===== src/rtl/barker_corr_stream.sv =====
// barker_corr_stream: streaming correlator of signed soft samples against a +/-1 code, with peak flags.
// Define BARKER_CORR_ABS_EN to also flag inverted-polarity peaks on m_tuser[1].
module barker_corr_stream #(
    parameter int          CODE_LEN = 11,
    parameter logic [12:0] CODE     = 13'b0011100010010,
    parameter int          DATA_W   = 8,
    parameter int          THRESH   = 512,
    localparam int         CORR_W   = DATA_W + $clog2(CODE_LEN + 1)
) (
    input  logic                     i_clk,
    input  logic                     i_rst_n,
    input  logic signed [DATA_W-1:0] s_tdata,
    input  logic                     s_tvalid,
    input  logic                     s_tlast,
    output logic                     s_tready,
    output logic signed [CORR_W-1:0] m_tdata,
    output logic [1:0]               m_tuser,
    output logic                     m_tlast,
    output logic                     m_tvalid,
    input  logic                     m_tready,
    output logic [15:0]              o_peak_cnt
);

    localparam int FILL_W = $clog2(CODE_LEN + 1);
    localparam logic [FILL_W-1:0]        FILL_FULL  = FILL_W'(CODE_LEN);
    localparam logic signed [CORR_W-1:0] THRESH_POS = CORR_W'(THRESH);
`ifdef BARKER_CORR_ABS_EN
    localparam logic signed [CORR_W-1:0] THRESH_NEG = -THRESH_POS;
`endif

    function automatic logic signed [CORR_W-1:0] widen(input logic signed [DATA_W-1:0] x);
        return {{(CORR_W - DATA_W){x[DATA_W-1]}}, x};
    endfunction

    function automatic logic [15:0] sat_inc16(input logic [15:0] x);
        return (x == 16'hFFFF) ? x : x + 16'd1;
    endfunction

    logic signed [DATA_W-1:0] window_q  [CODE_LEN];
    logic signed [DATA_W-1:0] window_d  [CODE_LEN];
    logic signed [DATA_W-1:0] win_shift [CODE_LEN];
    logic [FILL_W-1:0]        fill_q, fill_d, fill_post;
    logic signed [CORR_W-1:0] corr;
    logic [1:0]               peak_flags;
    logic                     accept, load;

    logic                     m_tvalid_q, m_tvalid_d;
    logic signed [CORR_W-1:0] m_tdata_q, m_tdata_d;
    logic [1:0]               m_tuser_q, m_tuser_d;
    logic                     m_tlast_q, m_tlast_d;
    logic [15:0]              peak_cnt_q, peak_cnt_d;

    // The register can take a new result whenever it is empty or being drained this cycle.
    assign s_tready = ~m_tvalid_q | m_tready;
    assign accept   = s_tvalid & s_tready;

    always_comb begin
        win_shift[0] = s_tdata;
        for (int i = 1; i < CODE_LEN; i++) begin
            win_shift[i] = window_q[i-1];
        end
    end

    // Correlation is taken over the post-shift window so the result belongs to this sample.
    always_comb begin
        corr = '0;
        for (int i = 0; i < CODE_LEN; i++) begin
            if (CODE[i]) begin
                corr = corr + widen(win_shift[i]);
            end else begin
                corr = corr - widen(win_shift[i]);
            end
        end
    end

    always_comb begin
        peak_flags    = 2'b00;
        peak_flags[0] = (corr >= THRESH_POS);
`ifdef BARKER_CORR_ABS_EN
        peak_flags[1] = (corr <= THRESH_NEG);
`endif
    end

    always_comb begin
        fill_post = (fill_q == FILL_FULL) ? FILL_FULL : fill_q + 1'b1;
        load      = accept && (fill_post == FILL_FULL);

        fill_d = fill_q;
        for (int i = 0; i < CODE_LEN; i++) begin
            window_d[i] = window_q[i];
        end
        if (accept) begin
            // End of frame wipes history after this sample's result has been formed.
            if (s_tlast) begin
                fill_d = '0;
                for (int i = 0; i < CODE_LEN; i++) begin
                    window_d[i] = '0;
                end
            end else begin
                fill_d = fill_post;
                for (int i = 0; i < CODE_LEN; i++) begin
                    window_d[i] = win_shift[i];
                end
            end
        end
    end

    always_comb begin
        m_tvalid_d = m_tvalid_q;
        m_tdata_d  = m_tdata_q;
        m_tuser_d  = m_tuser_q;
        m_tlast_d  = m_tlast_q;
        peak_cnt_d = peak_cnt_q;
        if (load) begin
            m_tvalid_d = 1'b1;
            m_tdata_d  = corr;
            m_tuser_d  = peak_flags;
            m_tlast_d  = s_tlast;
            if (peak_flags != 2'b00) begin
                peak_cnt_d = sat_inc16(peak_cnt_q);
            end
        end else if (m_tready) begin
            m_tvalid_d = 1'b0;
        end
    end

    always_ff @(posedge i_clk or negedge i_rst_n) begin
        if (!i_rst_n) begin
            for (int i = 0; i < CODE_LEN; i++) begin
                window_q[i] <= '0;
            end
            fill_q     <= '0;
            m_tvalid_q <= 1'b0;
            m_tdata_q  <= '0;
            m_tuser_q  <= 2'b00;
            m_tlast_q  <= 1'b0;
            peak_cnt_q <= 16'd0;
        end else begin
            for (int i = 0; i < CODE_LEN; i++) begin
                window_q[i] <= window_d[i];
            end
            fill_q     <= fill_d;
            m_tvalid_q <= m_tvalid_d;
            m_tdata_q  <= m_tdata_d;
            m_tuser_q  <= m_tuser_d;
            m_tlast_q  <= m_tlast_d;
            peak_cnt_q <= peak_cnt_d;
        end
    end

    assign m_tvalid   = m_tvalid_q;
    assign m_tdata    = m_tdata_q;
    assign m_tuser    = m_tuser_q;
    assign m_tlast    = m_tlast_q;
    assign o_peak_cnt = peak_cnt_q;

endmodule

===== config.mk =====
export PLATFORM = sky130hd
export DESIGN_NAME = barker_corr_stream
export DESIGN_NICKNAME = d
export VERILOG_FILES = /design/src/rtl/barker_corr_stream.sv
export SDC_FILE = /design/constraint.sdc
export NUM_CORES = 1
export LEC_CHECK = 0
export CAP_MARGIN = 10
export CORE_MARGIN = 1
export CORE_UTILIZATION = 60
export CTS_CLUSTER_DIAMETER = 40
export DETAILED_ROUTE_END_ITERATION = 7
export MAX_ROUTING_LAYER = met4
export PLACE_DENSITY_LB_ADDON = 0.2
export SLEW_MARGIN = 20
export SYNTH_ARGS = -nofsm -noshare
export SYNTH_HDL_FRONTEND = slang
export SYNTH_SLANG_ARGS = --single-unit

===== constraint.sdc =====
create_clock -name i_clk -period 12.3 [get_ports i_clk]
set_input_delay 3.075 -clock i_clk [delete_from_list [all_inputs] [get_ports i_clk]]
set_output_delay 3.075 -clock i_clk [all_outputs]
set_load 0.02 [all_outputs]

==> results of run 1 <==
-- cell type report --
type | instances | area [um^2]
Clock inverter | 8 | 145.1
Inverter | 139 | 521.8
Multi-Input combinational cell | 423 | 3737
Clock buffer | 24 | 511.7
Tap cell | 143 | 178.9
Timing Repair Buffer | 48 | 462.9
Fill cell | 853 | 3178
Sequential cell | 115 | 2878
-- stage by stage --
stage,utilization,instances,power (mW),hold WS (ns)
floorplan,-,708,0.8611,0.4485
global placement,0.6698,868,0.9346,0.4596
detailed placement,0.6698,868,0.9604,0.4655
CTS,0.7264,900,1.508,0.4775
global route,0.7264,900,1.598,0.4984
finish,0.7264,900,1.495,0.4716
-- sequential cells by signal, indices dropped and copies added, names as in the netlist --
| register | flops |
|---|---|
| fill_q | 4 |
| m_tvalid | 1 |
| m_tdata | 12 |
| win_shift | 80 |
| m_tuser | 1 |
| o_peak_cnt | 16 |
| m_tlast | 1 |
-- metal layers --
| layer | track usage | share of wire |
|---|---|---|
| met1 | 0.3124 | 0.43 |
| met2 | 0.4402 | 0.53 |
| met3 | 0.05770 | 0.028 |
| met4 | 0.08000 | 0.013 |
| met5 | - | 0 |
-- cells by family after synthesis --
kind of cell    share of synthesized area
xor+xnor                          0.03017
simple gates                       0.1138
other cells                     0.0005167
buf+inv                           0.08948
fa+ha+maj                          0.2445
flops                              0.3966
compound gates                     0.1169
mux                              0.008103
-- placed cells by master (no fill, tap or decap), types with 2 or more instances in the layout --
cell,n
sky130_fd_sc_hd__dfrtp_1,115
sky130_fd_sc_hd__nor3_2,4
sky130_fd_sc_hd__ha_1,13
sky130_fd_sc_hd__clkbuf_16,17
sky130_fd_sc_hd__clkbuf_8,6
sky130_fd_sc_hd__nor2b_1,2
sky130_fd_sc_hd__a21o_1,6
sky130_fd_sc_hd__nand3_1,10
sky130_fd_sc_hd__clkinv_2,2
sky130_fd_sc_hd__clkinvlp_4,2
sky130_fd_sc_hd__clkdlybuf4s50_1,42
sky130_fd_sc_hd__o21ai_0,37
sky130_fd_sc_hd__and3_1,5
sky130_fd_sc_hd__nand2b_1,23
sky130_fd_sc_hd__xor2_1,17
sky130_fd_sc_hd__fa_1,80
sky130_fd_sc_hd__bufinv_16,4
sky130_fd_sc_hd__nor2_1,10
sky130_fd_sc_hd__inv_1,138
sky130_fd_sc_hd__nor3_1,6
sky130_fd_sc_hd__nand4_1,3
sky130_fd_sc_hd__nand2_1,106
sky130_fd_sc_hd__nor4_2,2
sky130_fd_sc_hd__buf_4,5
sky130_fd_sc_hd__a21oi_1,8
sky130_fd_sc_hd__a211oi_1,2
sky130_fd_sc_hd__o31ai_1,59
sky130_fd_sc_hd__mux2_2,3
sky130_fd_sc_hd__xnor2_1,8
-- critical path, cell delays in order --
cell                              delay (ns)
sky130_fd_sc_hd__clkdlybuf4s50_1        0.47
sky130_fd_sc_hd__inv_1                  0.07
sky130_fd_sc_hd__fa_1                   0.59
sky130_fd_sc_hd__inv_1                  0.08
sky130_fd_sc_hd__fa_1                   0.59
sky130_fd_sc_hd__inv_1                  0.08
sky130_fd_sc_hd__fa_1                   0.52
sky130_fd_sc_hd__fa_1                   0.56
sky130_fd_sc_hd__inv_1                  0.06
sky130_fd_sc_hd__fa_1                   0.53
sky130_fd_sc_hd__inv_1                  0.04
sky130_fd_sc_hd__ha_1                   0.38
sky130_fd_sc_hd__nand2_1                0.14
sky130_fd_sc_hd__nor3_2                 0.15
sky130_fd_sc_hd__mux2i_1                0.27
sky130_fd_sc_hd__a2111oi_2              0.10
sky130_fd_sc_hd__a211o_4                0.43
sky130_fd_sc_hd__nor2_2                 0.18
sky130_fd_sc_hd__mux2_4                 0.32
-- worst max path at each step --
stage | from | end | slack [ns] | depth (start not counted)
after floorplan | s_tdata[7] | o_peak_cnt[1] | 4.42 | 18
after CTS | s_tdata[7] | o_peak_cnt[1] | 3.97 | 19
after detailed placement | s_tdata[7] | o_peak_cnt[1] | 3.55 | 19
final | s_tdata[7] | o_peak_cnt[1] | 3.96 | 19
after global routing | s_tdata[7] | o_peak_cnt[1] | 3.72 | 19
after global placement | s_tdata[3] | o_peak_cnt[1] | 3.75 | 17
-- power breakdown --
part           leakage [nW]  switching (mW)  internal, mW
registers              1.59         0.00835         0.390
logic                  1.93           0.342         0.214
clock network         0.318           0.171         0.370
total                  3.83           0.521         0.974
-- Yosys cell counts (2+ instances only) --
cell | count | area (um^2)
sky130_fd_sc_hd__nand4_1 | 3 | 18.77
sky130_fd_sc_hd__nand2_1 | 107 | 401.6
sky130_fd_sc_hd__xor2_1 | 17 | 148.9
sky130_fd_sc_hd__and3_1 | 5 | 31.28
sky130_fd_sc_hd__ha_1 | 13 | 162.7
sky130_fd_sc_hd__inv_1 | 138 | 518.0
sky130_fd_sc_hd__xnor2_1 | 8 | 70.07
sky130_fd_sc_hd__nand2b_1 | 23 | 143.9
sky130_fd_sc_hd__nor3_2 | 4 | 40.04
sky130_fd_sc_hd__clkbuf_1 | 28 | 105.1
sky130_fd_sc_hd__a21oi_1 | 8 | 40.04
sky130_fd_sc_hd__nor4_2 | 2 | 25.02
sky130_fd_sc_hd__o21ai_0 | 37 | 185.2
sky130_fd_sc_hd__a211oi_1 | 2 | 15.01
sky130_fd_sc_hd__nand3_1 | 10 | 50.05
sky130_fd_sc_hd__o31ai_1 | 59 | 442.9
sky130_fd_sc_hd__nor2b_1 | 2 | 12.51
sky130_fd_sc_hd__mux2_2 | 3 | 33.78
sky130_fd_sc_hd__fa_1 | 80 | 1602
sky130_fd_sc_hd__dfrtp_1 | 115 | 2878
sky130_fd_sc_hd__nor2_1 | 10 | 37.54
sky130_fd_sc_hd__nor3_1 | 6 | 30.03
sky130_fd_sc_hd__a21o_1 | 6 | 45.04
==> summary.log, run 1 <==
qor: status.status finished with violations
qor: status.violations DRC
qor: timing.clock_skew 0.008217 ns
qor: logic_synthesis.synth-edff-count 0
qor: timing.worst_slew_margin_rel 0.3016
qor: floorplan.die-area 12540 um^2
qor: floorplan.chip_height 112.0 um
qor: detailed_routing.routed_wirelength 13570 um
qor: logic_synthesis.synth_cells 708
qor: cells_and_area.layout.nets 850
qor: timing.worst_pin_slew 1.048 ns
qor: timing.timing.fmax 119.9 MHz
qor: place.buffer_ports.inserted 44
qor: critical_path.critical_path_required 12.60 ns
qor: timing.setup-tns-final 0 ns
qor: floorplan.x_dimension_of_the_die 112.0 um
qor: global_route.grt_start_max_net_pins 119
qor: place.post-place-ws 3.547 ns
qor: timing.timing.final.setup_violations 0
qor: critical_path.worstSetupStartpointType input pin
qor: clock_tree.cts.sinks 115
qor: pwr.p_per_area 177.3 nW/um^2
qor: detailed_routing.via_density 5.274
qor: critical_path.timing.setup.critical_path_class in2reg
qor: place.detailed_place_hpwl 9465 um
qor: detailed_routing.vias 4747
qor: clock_tree.clk_latency 0.42 ns
qor: clock_tree.post_cts_buffers 0
qor: critical_path.worst-r2r-cell-count 18
qor: logic_synthesis.syn-cell-area 7257 um^2
qor: hold_path.worstHoldEndpoint win_shift[77]
qor: hold_path.hold_path.class reg2reg
qor: timing.setup_slack 3.963 ns
qor: clock_tree.ctsHoldBuffers 0
qor: critical_path.crit-reg2reg-launch win_shift[10]
qor: critical_path.critPathMaxFanout 16
qor: clock_tree.path_clk_slew 0.05 ns
qor: global_route.number_of_antenna_violations_at_the_first_check_in_global_routing 0
qor: critical_path.rrSetupSlack 6.67 ns
qor: cells_and_area.syn_to_final_growth 16.24%
qor: clock_tree.clock-root-buffer sky130_fd_sc_hd__clkbuf_16
qor: logic_synthesis.yosys_warnings 0
qor: global_route.overflow 0
qor: logic_synthesis.synth.ff_latch_count 115
qor: detailed_routing.antenna_violating_nets_post_route 0
qor: clock_tree.cts_repair_resize_count 0
qor: run.maxCapViolations 0
qor: timing.min_period_over_period 0.6778
qor: place.postPlaceCellArea 7779 um^2
qor: logic_synthesis.synthesis.nets 814
qor: clock_tree.cts-root-to-sink-buffers 2
qor: floorplan.floorplan.rows 39
qor: floorplan.ios 46
qor: critical_path.worst_setup_path_end_kind register
qor: critical_path.worst_ep_arrival_time 8.63 ns
qor: clock_tree.tritoncts.num_buffers 17
qor: logic_synthesis.sequential_cell_area_fraction_in_the_yosys_report 0.3966
qor: cells_and_area.layout.cell_area.non_filler 8436 um^2
qor: timing.layout_min_cycle_time 8.337 ns
qor: global_route.global_route.usage.total 0.2600
qor: clock_tree.htree_num_levels 4
qor: floorplan.initial_utilization 0.6249
qor: detailed_routing.routedWlPerCell 15.07 um
qor: critical_path.crit-reg2reg-capture o_peak_cnt[1]
qor: logic_synthesis.ys_types 45
qor: timing.final_max_slew_viol_count 0
qor: hold_path.hold-path-cell-count 2
qor: logic_synthesis.syn-mean-instance-area 10.25 um^2
qor: pwr.static-leakage-power 3.831 nW
qor: cells_and_area.diodes 0
qor: detailed_routing.drt_pre_antenna_iters 6
qor: hold_path.min_delay_src win_shift[77]
qor: pwr.ir_worst_vdd 0.0001270 V
qor: floorplan.core 11610 um^2
qor: place.routabilityCongestion 0.8832
qor: timing.grt_setup_unrepaired false
qor: global_route.grt_pass1_wl 24510 um
qor: logic_synthesis.async_flop_share 1.000
qor: detailed_routing.detailedRoute.firstIterationViolations 318
qor: logic_synthesis.synthFlopType sky130_fd_sc_hd__dfrtp_1
qor: cells_and_area.post_route_cells_drive_above_1_share 0.07530
qor: clock_tree.tritoncts done
qor: global_route.first_global_vias 5243
qor: timing.hold_viol 0
qor: detailed_routing.route.detailed.drc 1
Power figures use the tool's default switching activity.
==> run 2: changes to the inputs <==
--- a/config.mk
+++ b/config.mk
@@ -7,7 +7,7 @@
 export LEC_CHECK = 0
 export CAP_MARGIN = 10
 export CORE_MARGIN = 1
-export CORE_UTILIZATION = 60
+export CORE_UTILIZATION = 54
 export CTS_CLUSTER_DIAMETER = 40
 export DETAILED_ROUTE_END_ITERATION = 7
 export MAX_ROUTING_LAYER = met4
==> constraint.sdc (replaced) <==
create_clock -name i_clk -period 6.9 [get_ports i_clk]
set_input_delay 1.725 -clock i_clk [delete_from_list [all_inputs] [get_ports i_clk]]
set_output_delay 1.725 -clock i_clk [all_outputs]
set_load 0.02 [all_outputs]
==> summary.log, run 2 (synthesis results as in run 1) <==
qor: status.status completed
qor: detailed_routing.via_density 5.139
qor: floorplan.die-area 13910 um^2
qor: place.detailed_place_hpwl 9598 um
qor: pwr.power_switching 1.109 mW
qor: pwr.pwr-share-comb 0.472
qor: detailed_routing.routedWlPerCell 14.67 um
qor: pwr.internal-power 1.900 mW
qor: detailed_routing.routed_wirelength 13970 um
qor: floorplan.initial_utilization 0.5636
qor: timing.timing.fmax 148.8 MHz
qor: timing.holdWs 0.4734 ns
qor: pwr.p_clk_frac 0.292
qor: global_route.overflow 0
qor: cells_and_area.largest_register_ffs 80
qor: critical_path.timing.setup.critical_path_class in2reg
qor: critical_path.critical_path_required 7.23 ns
qor: floorplan.chip_height 117.9 um
qor: critical_path.critPathMaxFanout 5
qor: clock_tree.clk_latency 0.42 ns
qor: pwr.seq_power_share 0.236
qor: pwr.p_total 3.009 mW
qor: place.buffer_ports.inserted 44
qor: timing.worst_pin_slew 0.9660 ns
qor: floorplan.x_dimension_of_the_die 117.9 um
qor: timing.layout_min_cycle_time 6.719 ns
qor: cells_and_area.post_route_cells_drive_above_1_share 0.1218
qor: cells_and_area.layout.nets 873
qor: floorplan.floorplan.rows 41
qor: cells_and_area.nFillCells 987
qor: pwr.static-leakage-power 3.924 nW
qor: clock_tree.tritoncts.num_buffers 17
qor: global_route.first_global_vias 5135
qor: clock_tree.ctsHoldBuffers 0
qor: floorplan.core 12880 um^2
qor: clock_tree.cts-root-to-sink-buffers 2
qor: global_route.global_route.usage.total 0.2270
qor: global_route.grt_start_max_net_pins 106
qor: pwr.p_per_area 346.2 nW/um^2
qor: clock_tree.tritoncts done
qor: place.routabilityCongestion 0.8132
qor: detailed_routing.detailedRoute.firstIterationViolations 263
qor: timing.min_period_over_period 0.9738
qor: clock_tree.cts.sinks 115
qor: clock_tree.clock-root-buffer sky130_fd_sc_hd__clkbuf_16
qor: cells_and_area.syn_to_final_growth 19.76%
qor: cells_and_area.final_util 0.6750
qor: global_route.number_of_antenna_violations_at_the_first_check_in_global_routing 0
qor: timing.hold_viol 0
qor: clock_tree.path_clk_slew 0.05 ns
qor: critical_path.worst_ep_arrival_time 7.05 ns
qor: timing.final_max_slew_viol_count 0
qor: timing.clock_skew 0.005576 ns
qor: clock_tree.htree_num_levels 4
qor: hold_path.hold_path.class reg2reg
qor: critical_path.rrSetupSlack 1.45 ns
qor: floorplan.ios 46
qor: pwr.netSwitchingFraction 0.3686
qor: detailed_routing.antenna_violating_nets_post_route 0
qor: cells_and_area.final_common_cell sky130_fd_sc_hd__inv_1
qor: timing.timing.final.setup_violations 0
qor: detailed_routing.vias 4892
qor: critical_path.worstSetupStartpointType input pin
qor: run.maxCapViolations 0
qor: critical_path.worst_setup_path_end_kind register
qor: timing.worst_slew_margin_rel 0.3560
qor: detailed_routing.drt_pre_antenna_iters 5
qor: global_route.grt_pass1_wl 24080 um
qor: detailed_routing.route.detailed.drc 0
qor: cells_and_area.final_cell_mix sky130_fd_sc_hd__inv_1, sky130_fd_sc_hd__dfrtp_1, sky130_fd_sc_hd__nand2_1
qor: pwr.ir_worst_vdd 0.0003836 V
qor: cells_and_area.diodes 0
==> run 2: what timing repair did <==
item,in CTS,in global routing
endpoints found under the setup margin,0,17
buffers inserted,0,2
resized for setup,0,21
==> run 2: worst max-delay path: stages <==
cell,delay [ns]
sky130_fd_sc_hd__clkdlybuf4s50_1,0.46
sky130_fd_sc_hd__inv_1,0.06
sky130_fd_sc_hd__fa_1,0.46
sky130_fd_sc_hd__fa_1,0.44
sky130_fd_sc_hd__fa_1,0.51
sky130_fd_sc_hd__fa_1,0.55
sky130_fd_sc_hd__inv_1,0.05
sky130_fd_sc_hd__fa_1,0.53
sky130_fd_sc_hd__inv_1,0.05
sky130_fd_sc_hd__ha_1,0.22
sky130_fd_sc_hd__fa_2,0.38
sky130_fd_sc_hd__a211oi_4,0.32
sky130_fd_sc_hd__nor3_4,0.07
sky130_fd_sc_hd__mux2i_2,0.23
sky130_fd_sc_hd__a2111oi_4,0.09
sky130_fd_sc_hd__a211o_4,0.39
sky130_fd_sc_hd__buf_4,0.16
sky130_fd_sc_hd__nor3_4,0.16
sky130_fd_sc_hd__xor2_1,0.19
==> run 2: metrics by stage <==
step	setup slack, ns	instance area, um^2	cells	TNS, ns
CTS	0.02384	8558	949	0
floorplan	0.3726	7257	708	0
detailed placement	-0.3387	7965	917	-3.573
global route	-0.004042	8691	952	-0.004042
global placement	-0.2211	7965	917	-2.686
finish	0.1806	8691	952	0
==> run 2: layout make-up <==
| type | instances | area (um^2) | share of cell area |
|---|---|---|---|
| multi-input combinational | 424 | 3855 | 0.4436 |
| clock inverter | 14 | 163.9 | 0.01886 |
| sequential | 115 | 2878 | 0.3311 |
| timing repair buffer | 70 | 628.1 | 0.07227 |
| clock buffer | 18 | 429.2 | 0.04938 |
| tap | 172 | 215.2 | 0.02476 |
| inverter | 139 | 521.8 | 0.06003 |
==> run 2: path summary, 6_finish.rpt <==
| kind | startpoint | to | depth (start not counted) |
|---|---|---|---|
| max | s_tdata[0] | o_peak_cnt[3] | 19 |
| min | win_shift[78] | win_shift[78] | 2 |
| max reg2reg | win_shift[34] | o_peak_cnt[3] | 18 |
| min reg2reg | win_shift[78] | win_shift[78] | 2 |
| max in group asynchronous | i_rst_n | m_tdata[0] | 2 |
| min in group asynchronous | i_rst_n | win_shift[36] | 1 |
==> run 2: power by group through the flow <==
stage	registers, mW	clock network (mW)	logic (mW)
final	0.709	0.880	1.42
after global routing	0.712	0.923	1.58
after CTS	0.709	0.895	1.20
after detailed placement	0.720	0	1.19
after global placement	0.719	0	1.15
after floorplan	0.723	0	0.812
==> run 2: routing by layer <==
metal | wire, um | up-vias | GRT usage | share of wire
met4 | 130 | 0 | 0.05529 | 0.0093
met3 | 312 | 12 | 0.05233 | 0.022
met5 | 0 | - | - | 0
met2 | 7367 | 58 | 0.3842 | 0.53
li1 | - | 2363 | - | -
met1 | 6157 | 2459 | 0.2754 | 0.44
==> run 3: changes to the inputs <==
--- a/config.mk
+++ b/config.mk
@@ -12,7 +12,7 @@
 export DETAILED_ROUTE_END_ITERATION = 7
 export MAX_ROUTING_LAYER = met4
 export PLACE_DENSITY_LB_ADDON = 0.2
-export SLEW_MARGIN = 20
 export SYNTH_ARGS = -nofsm -noshare
 export SYNTH_HDL_FRONTEND = slang
 export SYNTH_SLANG_ARGS = --single-unit
+export TNS_END_PERCENT = 1
==> results of run 3 <==
The final DEF is identical to that of run 2; final timing and power are the same.
